File: src/rtl/cpu_phase_seq_if.sv
// Control/status bundle between the phase sequencer and whoever drives it.
//
// Signalling contract: every i* level is sampled on the rising clock edge.
// No back-pressure exists. oINSN_DONE acts as the "valid" for one completed
// instruction and lasts exactly one cycle. oINSN_CNT and oCYC_CNT are only
// meaningful when oRST_CORE is low. oSTATE exposes the sequencer FSM
// (0=HOLD, 1=IDLE, 2=RUN, 3=HALTED) for observation.
interface cpu_phase_seq_if #(
    parameter int NPHASE = 4,
    parameter int CNT_W  = 32
);
    logic              iRUN;
    logic              iSTEP;
    logic              iSTALL;
    logic              iHALT;
    logic [NPHASE-1:0] oPHASE;
    logic              oRST_CORE;
    logic              oINSN_DONE;
    logic              oBUSY;
    logic              oHALTED;
    logic [CNT_W-1:0]  oINSN_CNT;
    logic [CNT_W-1:0]  oCYC_CNT;
    logic [1:0]        oSTATE;

    modport master (
        output iRUN, iSTEP, iSTALL, iHALT,
        input  oPHASE, oRST_CORE, oINSN_DONE, oBUSY, oHALTED,
        input  oINSN_CNT, oCYC_CNT, oSTATE
    );

    modport slave (
        input  iRUN, iSTEP, iSTALL, iHALT,
        output oPHASE, oRST_CORE, oINSN_DONE, oBUSY, oHALTED,
        output oINSN_CNT, oCYC_CNT, oSTATE
    );
endinterface

File: src/rtl/cpu_phase_seq.sv
// One-hot stage-enable generator for the BPF CPU core. It stretches the core
// reset, then steps IF/ID/AL/EX (plus any extra phases) under run, step, stall
// and halt control. It also keeps saturating instruction and cycle counters.
module cpu_phase_seq #(
    parameter int NPHASE   = 4,
    parameter int RST_HOLD = 2,
    parameter int CNT_W    = 32,
    parameter int MAX_INSN = 0
) (
    input  logic            iCLK,
    input  logic            iRST,
    cpu_phase_seq_if.slave  bus
);
    localparam logic [1:0] S_HOLD   = 2'd0;
    localparam logic [1:0] S_IDLE   = 2'd1;
    localparam logic [1:0] S_RUN    = 2'd2;
    localparam logic [1:0] S_HALTED = 2'd3;

    localparam int HW = $clog2(RST_HOLD + 1);

    logic [1:0]        r_state;
    logic [HW-1:0]     r_hold_cnt;
    logic [NPHASE-1:0] r_phase;
    logic              r_rst_core;
    logic              r_halt_pend;
    logic              r_step_mode;
    logic [CNT_W-1:0]  r_insn_cnt;
    logic [CNT_W-1:0]  r_cyc_cnt;

    logic              w_phase_legal;
    logic [NPHASE-1:0] w_phase;
    logic [NPHASE-1:0] w_phase_rot;
    logic              w_in_run;
    logic              w_insn_done;
    logic [CNT_W-1:0]  w_insn_next;
    logic [CNT_W-1:0]  w_cyc_next;
    logic              w_limit_hit;
    logic              w_halt_now;

    // A zero or multi-hot phase register falls back to the first phase, so RUN
    // never presents an illegal enable pattern to the core.
    assign w_phase_legal = (r_phase != '0) && ((r_phase & (r_phase - NPHASE'(1))) == '0);
    assign w_phase       = w_phase_legal ? r_phase : NPHASE'(1);
    assign w_phase_rot   = {w_phase[NPHASE-2:0], w_phase[NPHASE-1]};

    assign w_in_run    = (r_state == S_RUN);
    assign w_insn_done = w_in_run && w_phase[NPHASE-1] && !bus.iSTALL;

    // Both counters stop at all-ones rather than wrapping.
    assign w_insn_next = (r_insn_cnt == '1) ? r_insn_cnt : r_insn_cnt + CNT_W'(1);
    assign w_cyc_next  = (r_cyc_cnt  == '1) ? r_cyc_cnt  : r_cyc_cnt  + CNT_W'(1);

    assign w_limit_hit = (MAX_INSN != 0) && (w_insn_next == CNT_W'(MAX_INSN));
    assign w_halt_now  = r_halt_pend || bus.iHALT || w_limit_hit;

    assign bus.oPHASE     = w_in_run ? w_phase : '0;
    assign bus.oRST_CORE  = r_rst_core;
    assign bus.oINSN_DONE = w_insn_done;
    assign bus.oBUSY      = w_in_run;
    assign bus.oHALTED    = (r_state == S_HALTED);
    assign bus.oINSN_CNT  = r_insn_cnt;
    assign bus.oCYC_CNT   = r_cyc_cnt;
    assign bus.oSTATE     = r_state;

    // Sequencer FSM: reset stretch, idle wait, phase rotation and halt capture.
    always_ff @(posedge iCLK or negedge iRST) begin
        if (!iRST) begin
            r_state     <= S_HOLD;
            r_hold_cnt  <= '0;
            r_phase     <= '0;
            r_rst_core  <= 1'b1;
            r_halt_pend <= 1'b0;
            r_step_mode <= 1'b0;
            r_insn_cnt  <= '0;
            r_cyc_cnt   <= '0;
        end else begin
            case (r_state)
                S_HOLD: begin
                    r_hold_cnt <= r_hold_cnt + HW'(1);
                    if (r_hold_cnt == HW'(RST_HOLD - 1)) begin
                        r_state    <= S_IDLE;
                        r_rst_core <= 1'b0;
                    end
                end
                S_IDLE: begin
                    if (bus.iRUN) begin
                        r_state     <= S_RUN;
                        r_step_mode <= 1'b0;
                        r_phase     <= NPHASE'(1);
                    end else if (bus.iSTEP) begin
                        r_state     <= S_RUN;
                        r_step_mode <= 1'b1;
                        r_phase     <= NPHASE'(1);
                    end
                end
                S_RUN: begin
                    r_cyc_cnt <= w_cyc_next;
                    if (w_insn_done) begin
                        r_insn_cnt <= w_insn_next;
                        r_phase    <= NPHASE'(1);
                        if (w_halt_now) begin
                            r_state <= S_HALTED;
                        end else if (r_step_mode || !bus.iRUN) begin
                            r_state <= S_IDLE;
                        end
                    end else begin
                        if (bus.iHALT) begin
                            r_halt_pend <= 1'b1;
                        end
                        r_phase <= bus.iSTALL ? w_phase : w_phase_rot;
                    end
                end
                S_HALTED: begin
                    r_state <= S_HALTED;
                end
            endcase
        end
    end
endmodule
File: src/flat_wrapper.sv
// flat-port wrapper written by rule: the top's interface ports become plain ports
module cpu_phase_seq_flat 
#(
    parameter int NPHASE   = 4,
    parameter int RST_HOLD = 2,
    parameter int CNT_W    = 32,
    parameter int MAX_INSN = 0
)
  (iCLK, iRST, bus_iRUN, bus_iSTEP, bus_iSTALL, bus_iHALT, bus_oPHASE, bus_oRST_CORE, bus_oINSN_DONE, bus_oBUSY, bus_oHALTED, bus_oINSN_CNT, bus_oCYC_CNT, bus_oSTATE);
  cpu_phase_seq_if #(.NPHASE(NPHASE), .CNT_W(CNT_W)) bus_i ();
  input  logic iCLK;
  input  logic iRST;
  input wire logic [$bits(bus_i.iRUN)-1:0] bus_iRUN;
  input wire logic [$bits(bus_i.iSTEP)-1:0] bus_iSTEP;
  input wire logic [$bits(bus_i.iSTALL)-1:0] bus_iSTALL;
  input wire logic [$bits(bus_i.iHALT)-1:0] bus_iHALT;
  output wire logic [$bits(bus_i.oPHASE)-1:0] bus_oPHASE;
  output wire logic [$bits(bus_i.oRST_CORE)-1:0] bus_oRST_CORE;
  output wire logic [$bits(bus_i.oINSN_DONE)-1:0] bus_oINSN_DONE;
  output wire logic [$bits(bus_i.oBUSY)-1:0] bus_oBUSY;
  output wire logic [$bits(bus_i.oHALTED)-1:0] bus_oHALTED;
  output wire logic [$bits(bus_i.oINSN_CNT)-1:0] bus_oINSN_CNT;
  output wire logic [$bits(bus_i.oCYC_CNT)-1:0] bus_oCYC_CNT;
  output wire logic [$bits(bus_i.oSTATE)-1:0] bus_oSTATE;
  assign bus_i.iRUN = bus_iRUN;
  assign bus_i.iSTEP = bus_iSTEP;
  assign bus_i.iSTALL = bus_iSTALL;
  assign bus_i.iHALT = bus_iHALT;
  assign bus_oPHASE = bus_i.oPHASE;
  assign bus_oRST_CORE = bus_i.oRST_CORE;
  assign bus_oINSN_DONE = bus_i.oINSN_DONE;
  assign bus_oBUSY = bus_i.oBUSY;
  assign bus_oHALTED = bus_i.oHALTED;
  assign bus_oINSN_CNT = bus_i.oINSN_CNT;
  assign bus_oCYC_CNT = bus_i.oCYC_CNT;
  assign bus_oSTATE = bus_i.oSTATE;
  cpu_phase_seq #(.NPHASE(NPHASE), .RST_HOLD(RST_HOLD), .CNT_W(CNT_W), .MAX_INSN(MAX_INSN)) u_core (.iCLK(iCLK), .iRST(iRST), .bus(bus_i));
endmodule
File: config.mk
export PLATFORM = sky130hd
export DESIGN_NAME = cpu_phase_seq_flat
export DESIGN_NICKNAME = d
export VERILOG_FILES = /design/src/rtl/cpu_phase_seq_if.sv /design/src/rtl/cpu_phase_seq.sv /design/src/flat_wrapper.sv
export SDC_FILE = /design/constraint.sdc
export NUM_CORES = 1
export LEC_CHECK = 0
export ABC_CLOCK_PERIOD_IN_PS = 5800
export CORE_UTILIZATION = 55
export DETAILED_ROUTE_END_ITERATION = 10
export PLACE_DENSITY = 0.95
export SKIP_LAST_GASP = 1
export SLEW_MARGIN = 20
export SYNTH_ARGS = -nofsm -noshare
export SYNTH_HDL_FRONTEND = slang
export SYNTH_SLANG_ARGS = --single-unit
File: constraint.sdc
create_clock -name iCLK -period 5.8 [get_ports iCLK]
set_clock_uncertainty 0.05 [all_clocks]
set_input_delay 1.16 -clock iCLK [delete_from_list [all_inputs] [get_ports iCLK]]
set_output_delay 1.16 -clock iCLK [all_outputs]
set_load 0.01 [all_outputs]
==> reports/results.tsv, run 1 <==
stage	metric	value	unit
status	status	finished, final reports clean	
worst_hold_path	HP Class	register to register	
die	Core Region	6495	um^2
global_routing	largest net degree at the start of global routing	76	
pwr	PD cells	281.4	nW/um^2
global_routing	GRT Total Usage	25.80	%
clock_network	CTS Buffer Depth	2	
layout	register area	1878	um^2
logic_synthesis	synth unique cells	51	
sta	period utilisation layout	68.85	%
clock_network	CTS Sinks	75	
sta	Worst-Margin Slew	0.9464	ns
clock_network	hold_buf cts	0	
sta	FMAX	250.4	MHz
worst_setup_path	FF-to-FF End	u_core.bus.oCYC_CNT[31]$_DFFE_PN0P_	
layout	filler instances	428	
worst_hold_path	Hold EP	u_core.bus.oRST_CORE$_DFFE_PN1P_	
sta	final setup fails	0	
layout	n_diodes	0	
drt	Routed WL	8.765	mm
clock_network	number of CTS-inserted buffers	9	
clock_network	root buf cell	clkbuf_8	
clock_network	CTS tree	built	
layout	fraction of layout cells with a size suffix above 1	10.38	%
logic_synthesis	top cells by area, synth	dfrtp_1 (49%), xnor2_1 (10%), nand4_1 (4.4%)	
logic_synthesis	main flop type after synthesis	dfrtp_1	
sta	Hold Vio Cnt, Final	0	
drt	Routed Antenna Nets	0	
drt	M1 wire length	3.785	mm
drt	DR pass1 iterations	4	
sta	pins over their slew limit	0	
logic_synthesis	share of the synthesized area in the top cell type	48.76	%
die	Die Span Y	85.09	um
layout	area occupied by multi-input gates	1862	um^2
worst_setup_path	WP data required	4.59	ns
placed_design	dpl hpwl	6.062	mm
drt	met2 WL	4.344	mm
drt	via count	3068	
worst_setup_path	reg-to-reg slack, setup	3.63	ns
clock_network	setup bufs post-CTS	0	
worst_setup_path	Worst Path Arrival	2.78	ns
sta	minimum clock period after layout	3.993	ns
logic_synthesis	sequential area share after synthesis	49.46	%
die	Die X	85.09	um
clock_network	post-cts resize count	0	
logic_synthesis	cell count after synthesis	350	
sta	Slew HR	36.91	%
drt	Top Layer Used	met4	
logic_synthesis	syn_nets	359	
sta	Final WS setup	1.807	ns
logic_synthesis	YS warnings	0	
logic_synthesis	Synth Cell Area	3797	um^2
die	row cnt	29	
worst_setup_path	FF-to-FF path depth	6	
drt	Met3 Wirelength	472	um
clock_network	Clock Pin Slew Worst Setup and Hold Paths	0.08	ns
drt	Routed WL per cell	16.86	um
global_routing	vias in the first global route	3115	
worst_setup_path	Worst R2R Start	u_core.bus.oSTATE[0]$_DFFE_PN0P_	
pwr	Max IR drop VDD	0.3076	mV
logic_synthesis	synthesized area per cell	10.85	um^2
worst_setup_path	crit start category	input port	
global_routing	antenna violations before repair	0	
placed_design	Placer Congestion	0.8603	
placed_design	Place WS	1.802	ns
worst_setup_path	CP endpoint kind	primary output	
drt	DRC viols	0	
pwr	static leakage	2.089	nW
worst_setup_path	worst-path maximum fanout	5	
global_routing	first-pass GRT wire length	14.59	mm
placed_design	count of input and output buffers	79	
layout	Final #Nets	447	
worst_hold_path	HP Start	u_core.bus.oRST_CORE$_DFFE_PN1P_	
layout	Area Overhead vs Synth	28.50	%
worst_hold_path	Worst Hold Depth	1	
worst_setup_path	Setup CP Type	input port to primary output	
placed_design	Placement Cell Area	4667	um^2
die	I/O pins	80	
logic_synthesis	post-synth top area cell	dfrtp_1	
global_routing	gr ovfl total	0	
layout	design area	4880	um^2
logic_synthesis	number of synthesized flops with an enable pin	0	
die	full die area	7240	um^2
sta	TNS Setup	0	ns
clock_network	Clock Latency Late Sink	0.36	ns
drt	DRT iter0 DRCs	177	
logic_synthesis	Synth async-reset ratio	100.0	%
clock_network	H-tree depth	3	
die	initial core utilization	58.47	%
sta	RSZ-0062 raised after global routing	no	
drt	Vias/cell	5.900	
job	MaxCap Viol Count	0	
logic_synthesis	#FFs+latches synth	75	
-- registers in the layout, summed over array words and instances, names as in the netlist --
signal	count
u_core.r_phase	4
u_core.bus.oRST_CORE	1
u_core.r_hold_cnt	2
u_core.bus.oSTATE	2
u_core.bus.oCYC_CNT	32
u_core.bus.oINSN_CNT	32
u_core.r_step_mode	1
u_core.r_halt_pend	1
-- cells in the final DEF (no fill, tap or decap), types with 2 or more instances in the layout --
cell type	n
a21oi_1	6
a31oi_1	4
a31oi_4	2
and2_1	8
and3_1	13
and4_1	4
and4_4	2
clkbuf_8	12
clkdlybuf4s50_1	78
clkinv_2	2
dfrtp_1	74
ha_1	3
inv_1	10
mux2_2	2
nand2_1	31
nand2b_1	2
nand3_1	17
nand3_2	3
nand4_1	27
nand4_2	2
nor2_1	24
nor2b_1	3
nor3_1	9
nor4_2	2
o21ai_0	8
o2bb2ai_1	3
or3_4	2
or4_1	3
xnor2_1	44
xor2_1	18
-- cells by family after synthesis --
group | count (synthesis) | synth area share (%)
AND/OR/NAND/NOR | 162 | 25.77
XOR/XNOR | 63 | 14.73
AO/OA/AOI/OAI | 30 | 6.393
adder cells (fa/ha/maj) | 3 | 0.9886
flip-flops | 75 | 49.46
buffers and inverters | 13 | 1.516
multiplexers | 4 | 1.153
-- cell usage after synthesis (all sizes together) (6+ instances only) --
library cell  instances
a21oi                 7
a31oi                 6
and2                  8
and3                 14
and4                  7
dfrtp                74
inv                  10
nand2                32
nand3                20
nand4                29
nor2                 24
nor3                 11
o21ai                 8
xnor2                45
xor2                 18
-- stage by stage --
step	util [%]	hold WS [ns]	power [mW]	std cells
global placement	71.86	0.4059	0.9324	504
finish	75.13	0.4341	1.373	520
floorplan	-	0.3947	0.8098	350
CTS	75.13	0.4363	1.378	520
global route	75.13	0.4507	1.437	520
detailed placement	71.86	0.4242	0.9504	504
-- worst max path at each step --
stage | from | end | slack (ns)
finish | bus_iSTALL | bus_oINSN_DONE | 1.81
global route | bus_iSTALL | bus_oINSN_DONE | 1.70
CTS | bus_iSTALL | bus_oINSN_DONE | 1.80
detailed placement | bus_iSTALL | bus_oINSN_DONE | 1.80
global placement | bus_iSTALL | bus_oINSN_DONE | 1.90
floorplan | bus_iSTALL | bus_oINSN_DONE | 2.97
-- metal layers --
metal  vias up  GRT usage [%]
met1      1526          31.64
met5         -              0
li1       1420              -
met4         0          9.707
met2       106          43.84
met3        16          6.809
-- where the power goes --
part | switching, mW | internal [mW] | total [mW]
logic | 0.159 | 0.148 | 0.307
clock network | 0.195 | 0.232 | 0.428
registers | 0.0689 | 0.570 | 0.639
total | 0.423 | 0.950 | 1.37
-- cell type report --
type	instances	area share, %
Timing Repair Buffer	80	16.26
Clock inverter	4	0.9744
Multi-Input combinational cell	262	38.15
Tap cell	77	1.974
Inverter	10	0.7692
Clock buffer	12	3.385
Sequential cell	75	38.49
-- critical path, cell delays in order --
cell	delay, ns
clkdlybuf4s50_1	0.49
nor3b_2	0.35
nand2_1	0.15
inv_1	0.09
clkdlybuf4s50_1	0.53
Note: power is estimated with default switching activity, not from simulation.
==> run 2, diff against run 1 <==
- ABC_CLOCK_PERIOD_IN_PS: 5800 -> 3500
- CORE_UTILIZATION: 55 -> 46
- PLACE_DENSITY: 0.95 -> 0.86
- clock period: 5.8 -> 3.5 ns (I/O delays scaled with it)
==> run 2 against run 1 <==
Global-route usage is 5.3 points lower. Non-clock buffer count grew 2. Clock power is 73% higher. Final cell count grew 5.2%. Largest cell class unchanged. Combinational power rose by 68%. Sequential cell count stayed put. Setup slack worse by 1.5 ns.
==> reports/results.tsv, run 2 (same netlist as run 1, synthesis figures left out) <==
stage	metric	value	unit
global_routing	gr ovfl total	0	
clock_network	CTS tree	built	
die	Core Region	7848	um^2
worst_setup_path	slowest cell delay on critical path	0.61	ns
clock_network	setup bufs post-CTS	0	
sta	minimum clock period after layout	3.191	ns
layout	fraction of layout cells with a size suffix above 1	10.56	%
global_routing	largest net degree at the start of global routing	37	
clock_network	H-tree depth	3	
layout	non-filler cells, final	547	
worst_setup_path	FF-to-FF path depth	4	
clock_network	CTS Buffer Depth	2	
global_routing	antenna violations before repair	0	
global_routing	vias in the first global route	2842	
placed_design	placed cells	531	
global_routing	GRT Total Usage	20.54	%
layout	commonest non-fill, non-tap cell in the layout	clkdlybuf4s50_1	
clock_network	Clock Latency Late Sink	0.35	ns
pwr	static leakage	2.100	nW
sta	Slew HR	46.47	%
drt	Routed WL	8.219	mm
sta	TNS Setup	0	ns
sta	final setup fails	0	
status	status	finished, final reports clean	
drt	Routed WL per cell	15.03	um
global_routing	first-pass GRT wire length	13.84	mm
die	row cnt	32	
job	MaxCap Viol Count	0	
pwr	Max IR drop VDD	0.3972	mV
placed_design	dpl hpwl	5.988	mm
drt	via count	2970	
drt	DR pass1 iterations	4	
layout	most frequent cells in the layout	clkdlybuf4s50_1 (78), dfrtp_1 (74), xnor2_1 (44), nand2_1 (31), nand4_1 (27)	
clock_network	number of CTS-inserted buffers	9	
worst_setup_path	worst-path maximum fanout	9	
worst_setup_path	CP Cell Sequence	nand2b_1 -> inv_1 -> buf_4 -> nand2_1 -> nor3_1 -> clkdlybuf4s50_1	
layout	filler instances	657	
sta	RSZ-0062 raised after global routing	no	
clock_network	hold_buf cts	0	
drt	Vias/cell	5.430	
worst_setup_path	Setup CP Type	register to primary output	
worst_setup_path	CP max-delay cell	clkdlybuf4s50_1	
placed_design	Placer Congestion	0.8647	
die	I/O pins	80	
sta	Worst-Margin Slew	0.8029	ns
sta	Hold Vio Cnt, Final	0	
worst_setup_path	crit start category	register	
pwr	Tot Pwr	2.310	mW
layout	n_diodes	0	
drt	Routed Antenna Nets	0	
clock_network	CTS Sinks	75	
layout	Final #Nets	449	
sta	worst hold margin	0.3797	ns
die	Die X	92.86	um
layout	final core utilization	62.85	%
drt	DRT iter0 DRCs	95	
sta	period utilisation layout	91.17	%
pwr	PD cells	468.4	nW/um^2
worst_setup_path	Worst Path Arrival	2.44	ns
die	initial core utilization	48.39	%
sta	pins over their slew limit	0	
sta	FMAX	313.4	MHz
drt	DRC viols	0	
worst_setup_path	WP data required	2.75	ns
clock_network	Clock Pin Slew Worst Setup and Hold Paths	0.08	ns
worst_hold_path	HP Class	input port to async pin	
placed_design	count of input and output buffers	79	
clock_network	post-cts resize count	0	
die	Die Span Y	92.86	um
worst_setup_path	CP endpoint kind	primary output	
die	full die area	8623	um^2
layout	Area Overhead vs Synth	29.88	%
clock_network	root buf cell	clkbuf_8	
[run 2: cell types whose count changed in the layout (fill, tap and decap cells not counted)]
cell,delta
bufinv_16,+1
clkbuf_8,-2
buf_4,+2
clkbuf_1,+1
[run 2: path summary, 6_finish.rpt]
check | start | end | slack (ns)
setup / recovery | u_core.bus.oSTATE[0]$_DFFE_PN0P_ | bus_oPHASE[2] | 0.31
hold / removal | iRST | u_core.bus.oINSN_CNT[3]$_DFFE_PN0P_ | 0.38
setup reg to reg | u_core.bus.oSTATE[0]$_DFFE_PN0P_ | u_core.bus.oCYC_CNT[26]$_DFFE_PN0P_ | 1.45
hold reg to reg | u_core.r_halt_pend$_DFFE_PN0P_ | u_core.r_halt_pend$_DFFE_PN0P_ | 0.43
max in group asynchronous | iRST | u_core.bus.oCYC_CNT[0]$_DFFE_PN0P_ | 2.21
min in group iCLK | u_core.r_halt_pend$_DFFE_PN0P_ | u_core.r_halt_pend$_DFFE_PN0P_ | 0.43
[run 2: worst max-delay path, delay by kind of cell (launching register included)]
| kind | cells | cell delay (ns) |
|---|---|---|
| DFF | 1 | 0.48 |
| buffers and inverters | 3 | 0.88 |
| and+or+nand+nor | 3 | 0.72 |
[run 2: through the flow]
stage | worst slack (ns) | instance area (um^2)
floorplan | 1.370 | 3797
global placement | 0.5122 | 4713
detailed placement | 0.4608 | 4713
CTS | 0.3233 | 4932
global route | 0.2194 | 4932
finish | 0.3089 | 4932
[run 2: per-layer routing]
layer | global-route usage (%) | share of wire (%) | routed length (um) | vias up
met3 | 6.732 | 6.2 | 507 | 8
met4 | 4.744 | 0.74 | 61 | 0
met5 | 0 | 0 | 0 | -
li1 | - | - | - | 1425
met2 | 33.33 | 48 | 3983 | 82
met1 | 26.62 | 45 | 3666 | 1455
[run 2: area by class of cell]
class / count / area (um^2) / area share (%)
clock buffer: 11 / 141.4 / 2.867
clock inverter: 5 / 77.57 / 1.573
inverter: 10 / 37.54 / 0.7610
multi-input combinational: 262 / 1862 / 37.75
sequential: 75 / 1878 / 38.08
tap: 102 / 127.6 / 2.588
timing repair buffer: 82 / 808.3 / 16.39
[run 2: where the power goes]
part	total [mW]	leakage [nW]	internal, mW	switching, mW
Clock	0.740	0.109	0.419	0.321
Combinational	0.517	0.983	0.255	0.262
Sequential	1.05	1.01	0.944	0.109
==> run 3, diff against run 2 <==
- REMOVE_ABC_BUFFERS: default -> 1
==> run 3 against run 2 <==
Fmax grew 0.61%. Global-route usage shrank 0.24 points. Via count rose by 0.84%. Die area unchanged. Final area fell by 0.33%. Wire length hardly changed. Critical path depth shrank 1. Final cell count is 0.55% lower. Largest cell class unchanged. Largest power group unchanged. Highest routed layer unchanged.
==> reports/results.tsv, run 3 (same netlist as run 1, synthesis figures left out) <==
stage	metric	value	unit
sta	period utilisation layout	90.63	%
clock_network	root buf cell	clkbuf_8	
die	initial core utilization	48.39	%
die	I/O pins	80	
die	full die area	8623	um^2
layout	Final #Nets	447	
worst_setup_path	CP endpoint kind	primary output	
placed_design	placed cells	529	
sta	final setup fails	0	
drt	Routed Antenna Nets	0	
placed_design	count of input and output buffers	79	
layout	filler instances	653	
worst_hold_path	HP Class	input port to async pin	
die	Die X	92.86	um
pwr	clock share of power	31.9	%
pwr	Max IR drop VDD	0.5498	mV
placed_design	Placer Congestion	0.9056	
die	Die Span Y	92.86	um
global_routing	gr ovfl total	0	
drt	DR pass1 iterations	4	
clock_network	CTS tree	built	
layout	fraction of layout cells with a size suffix above 1	10.18	%
global_routing	first-pass GRT wire length	13.78	mm
job	MaxCap Viol Count	0	
worst_setup_path	reg-to-reg slack, setup	1.42	ns
drt	Routed WL	8.216	mm
clock_network	CTS Sinks	75	
layout	commonest non-fill, non-tap cell in the layout	clkdlybuf4s50_1	
placed_design	dpl hpwl	5.815	mm
sta	minimum clock period after layout	3.172	ns
clock_network	CTS Buffer Depth	2	
sta	Slew HR	36.80	%
clock_network	H-tree depth	3	
worst_setup_path	Worst R2R Start	u_core.bus.oSTATE[0]$_DFFE_PN0P_	
layout	most frequent cells in the layout	clkdlybuf4s50_1 (78), dfrtp_1 (74), xnor2_1 (44), nand2_1 (31), nand4_1 (27)	
worst_setup_path	slowest cell delay on critical path	0.60	ns
sta	pins over their slew limit	0	
worst_setup_path	worst-path maximum fanout	9	
drt	via count	2995	
clock_network	Clock Latency Late Sink	0.35	ns
pwr	internal power	1.603	mW
sta	Hold Vio Cnt, Final	0	
clock_network	Clock Pin Slew Worst Setup and Hold Paths	0.08	ns
die	Core Region	7848	um^2
sta	TNS Setup	0	ns
sta	Worst-Margin Slew	0.9480	ns
clock_network	post-cts resize count	0	
pwr	Tot Pwr	2.292	mW
sta	RSZ-0062 raised after global routing	no	
clock_network	number of CTS-inserted buffers	9	
drt	Vias/cell	5.506	
pwr	static leakage	2.090	nW
pwr	Net Sw Power	0.6897	mW
pwr	sequential share of power	46.3	%
worst_setup_path	Worst Path Arrival	2.42	ns
pwr	switching part of the total power	30.09	%
global_routing	vias in the first global route	2846	
layout	non-filler cells, final	544	
die	row cnt	32	
pwr	combinational power share	21.8	%
worst_setup_path	WP data required	2.75	ns
drt	Routed WL per cell	15.10	um
worst_setup_path	FF-to-FF path depth	4	
global_routing	largest net degree at the start of global routing	76	
worst_setup_path	FF-to-FF End	u_core.bus.oCYC_CNT[26]$_DFFE_PN0P_	
global_routing	GRT Total Usage	20.30	%
placed_design	Place WS	0.5931	ns
worst_setup_path	Setup CP Type	register to primary output	
drt	DRC viols	0	
global_routing	antenna violations before repair	0	
worst_setup_path	CP Cell Sequence	nand2b_1 -> inv_1 -> nand2_1 -> nor3_1 -> clkdlybuf4s50_1	
sta	FMAX	315.3	MHz
layout	final core utilization	62.64	%
worst_setup_path	CP max-delay cell	clkdlybuf4s50_1	
pwr	PD cells	466.3	nW/um^2
clock_network	setup bufs post-CTS	0	
layout	Area Overhead vs Synth	29.46	%
drt	DRT iter0 DRCs	176	
clock_network	hold_buf cts	0	
status	status	finished, final reports clean	
layout	n_diodes	0	
sta	Final WS setup	0.3281	ns
worst_setup_path	crit start category	register	
run 3: cell types whose count changed in the layout (fill, tap and decap cells not counted):
cell	change
clkbuf_1	-1
buf_4	-1
buf_2	-1
run 3: per-stage QoR:
stage	hold slack (ns)	cell area [um^2]
floorplan	0.3544	3777
global placement	0.4122	4701
detailed placement	0.4247	4701
CTS	0.4377	4916
finish	0.4226	4916
global route	0.4631	4916
run 3: worst max-delay path by stage:
stage / startpoint / to / cells after the start
after floorplan: u_core.bus.oSTATE[0]$_DFFE_PN0P_ / bus_oPHASE[2] / 4
after global placement: bus_iSTALL / bus_oINSN_DONE / 5
after detailed placement: bus_iSTALL / bus_oINSN_DONE / 5
after CTS: u_core.bus.oSTATE[0]$_DFFE_PN0P_ / bus_oPHASE[2] / 5
after global routing: u_core.bus.oSTATE[0]$_DFFE_PN0P_ / bus_oPHASE[2] / 5
final: u_core.bus.oSTATE[0]$_DFFE_PN0P_ / bus_oPHASE[2] / 5
run 3: final cells by class:
class	count	area [um^2]	area share (%)
clock inverters	5	77.57	1.578
well taps	102	127.6	2.596
repair buffers	80	795.8	16.19
inverters	10	37.54	0.7636
multi-input cells	262	1862	37.87
flip-flops and latches	75	1878	38.20
clock buffers	10	137.6	2.800
run 3: power by group through the flow:
stage / logic (mW) / clock network (mW) / registers [mW]
2_1_floorplan: 0.257 / 0 / 1.07
3_3_place_gp: 0.484 / 0 / 1.07
3_5_place_dp: 0.502 / 0 / 1.07
4_1_cts: 0.504 / 0.743 / 1.06
5_1_grt: 0.553 / 0.783 / 1.08
6_report: 0.500 / 0.731 / 1.06
run 3: critical path, delay by kind of cell, from the launching register on:
family	cells	cell delay, ns
buffers and inverters	2	0.88
flip-flops	1	0.48
AND/OR/NAND/NOR	3	0.70
run 3: per-layer routing:
| layer | track usage (%) | up-vias | routed length, um |
|---|---|---|---|
| met5 | 0 | - | 0 |
| met4 | 7.179 | 0 | 83 |
| met3 | 3.448 | 9 | 519 |
| met2 | 32.48 | 116 | 3932 |
| met1 | 27.79 | 1450 | 3679 |
| li1 | - | 1420 | - |
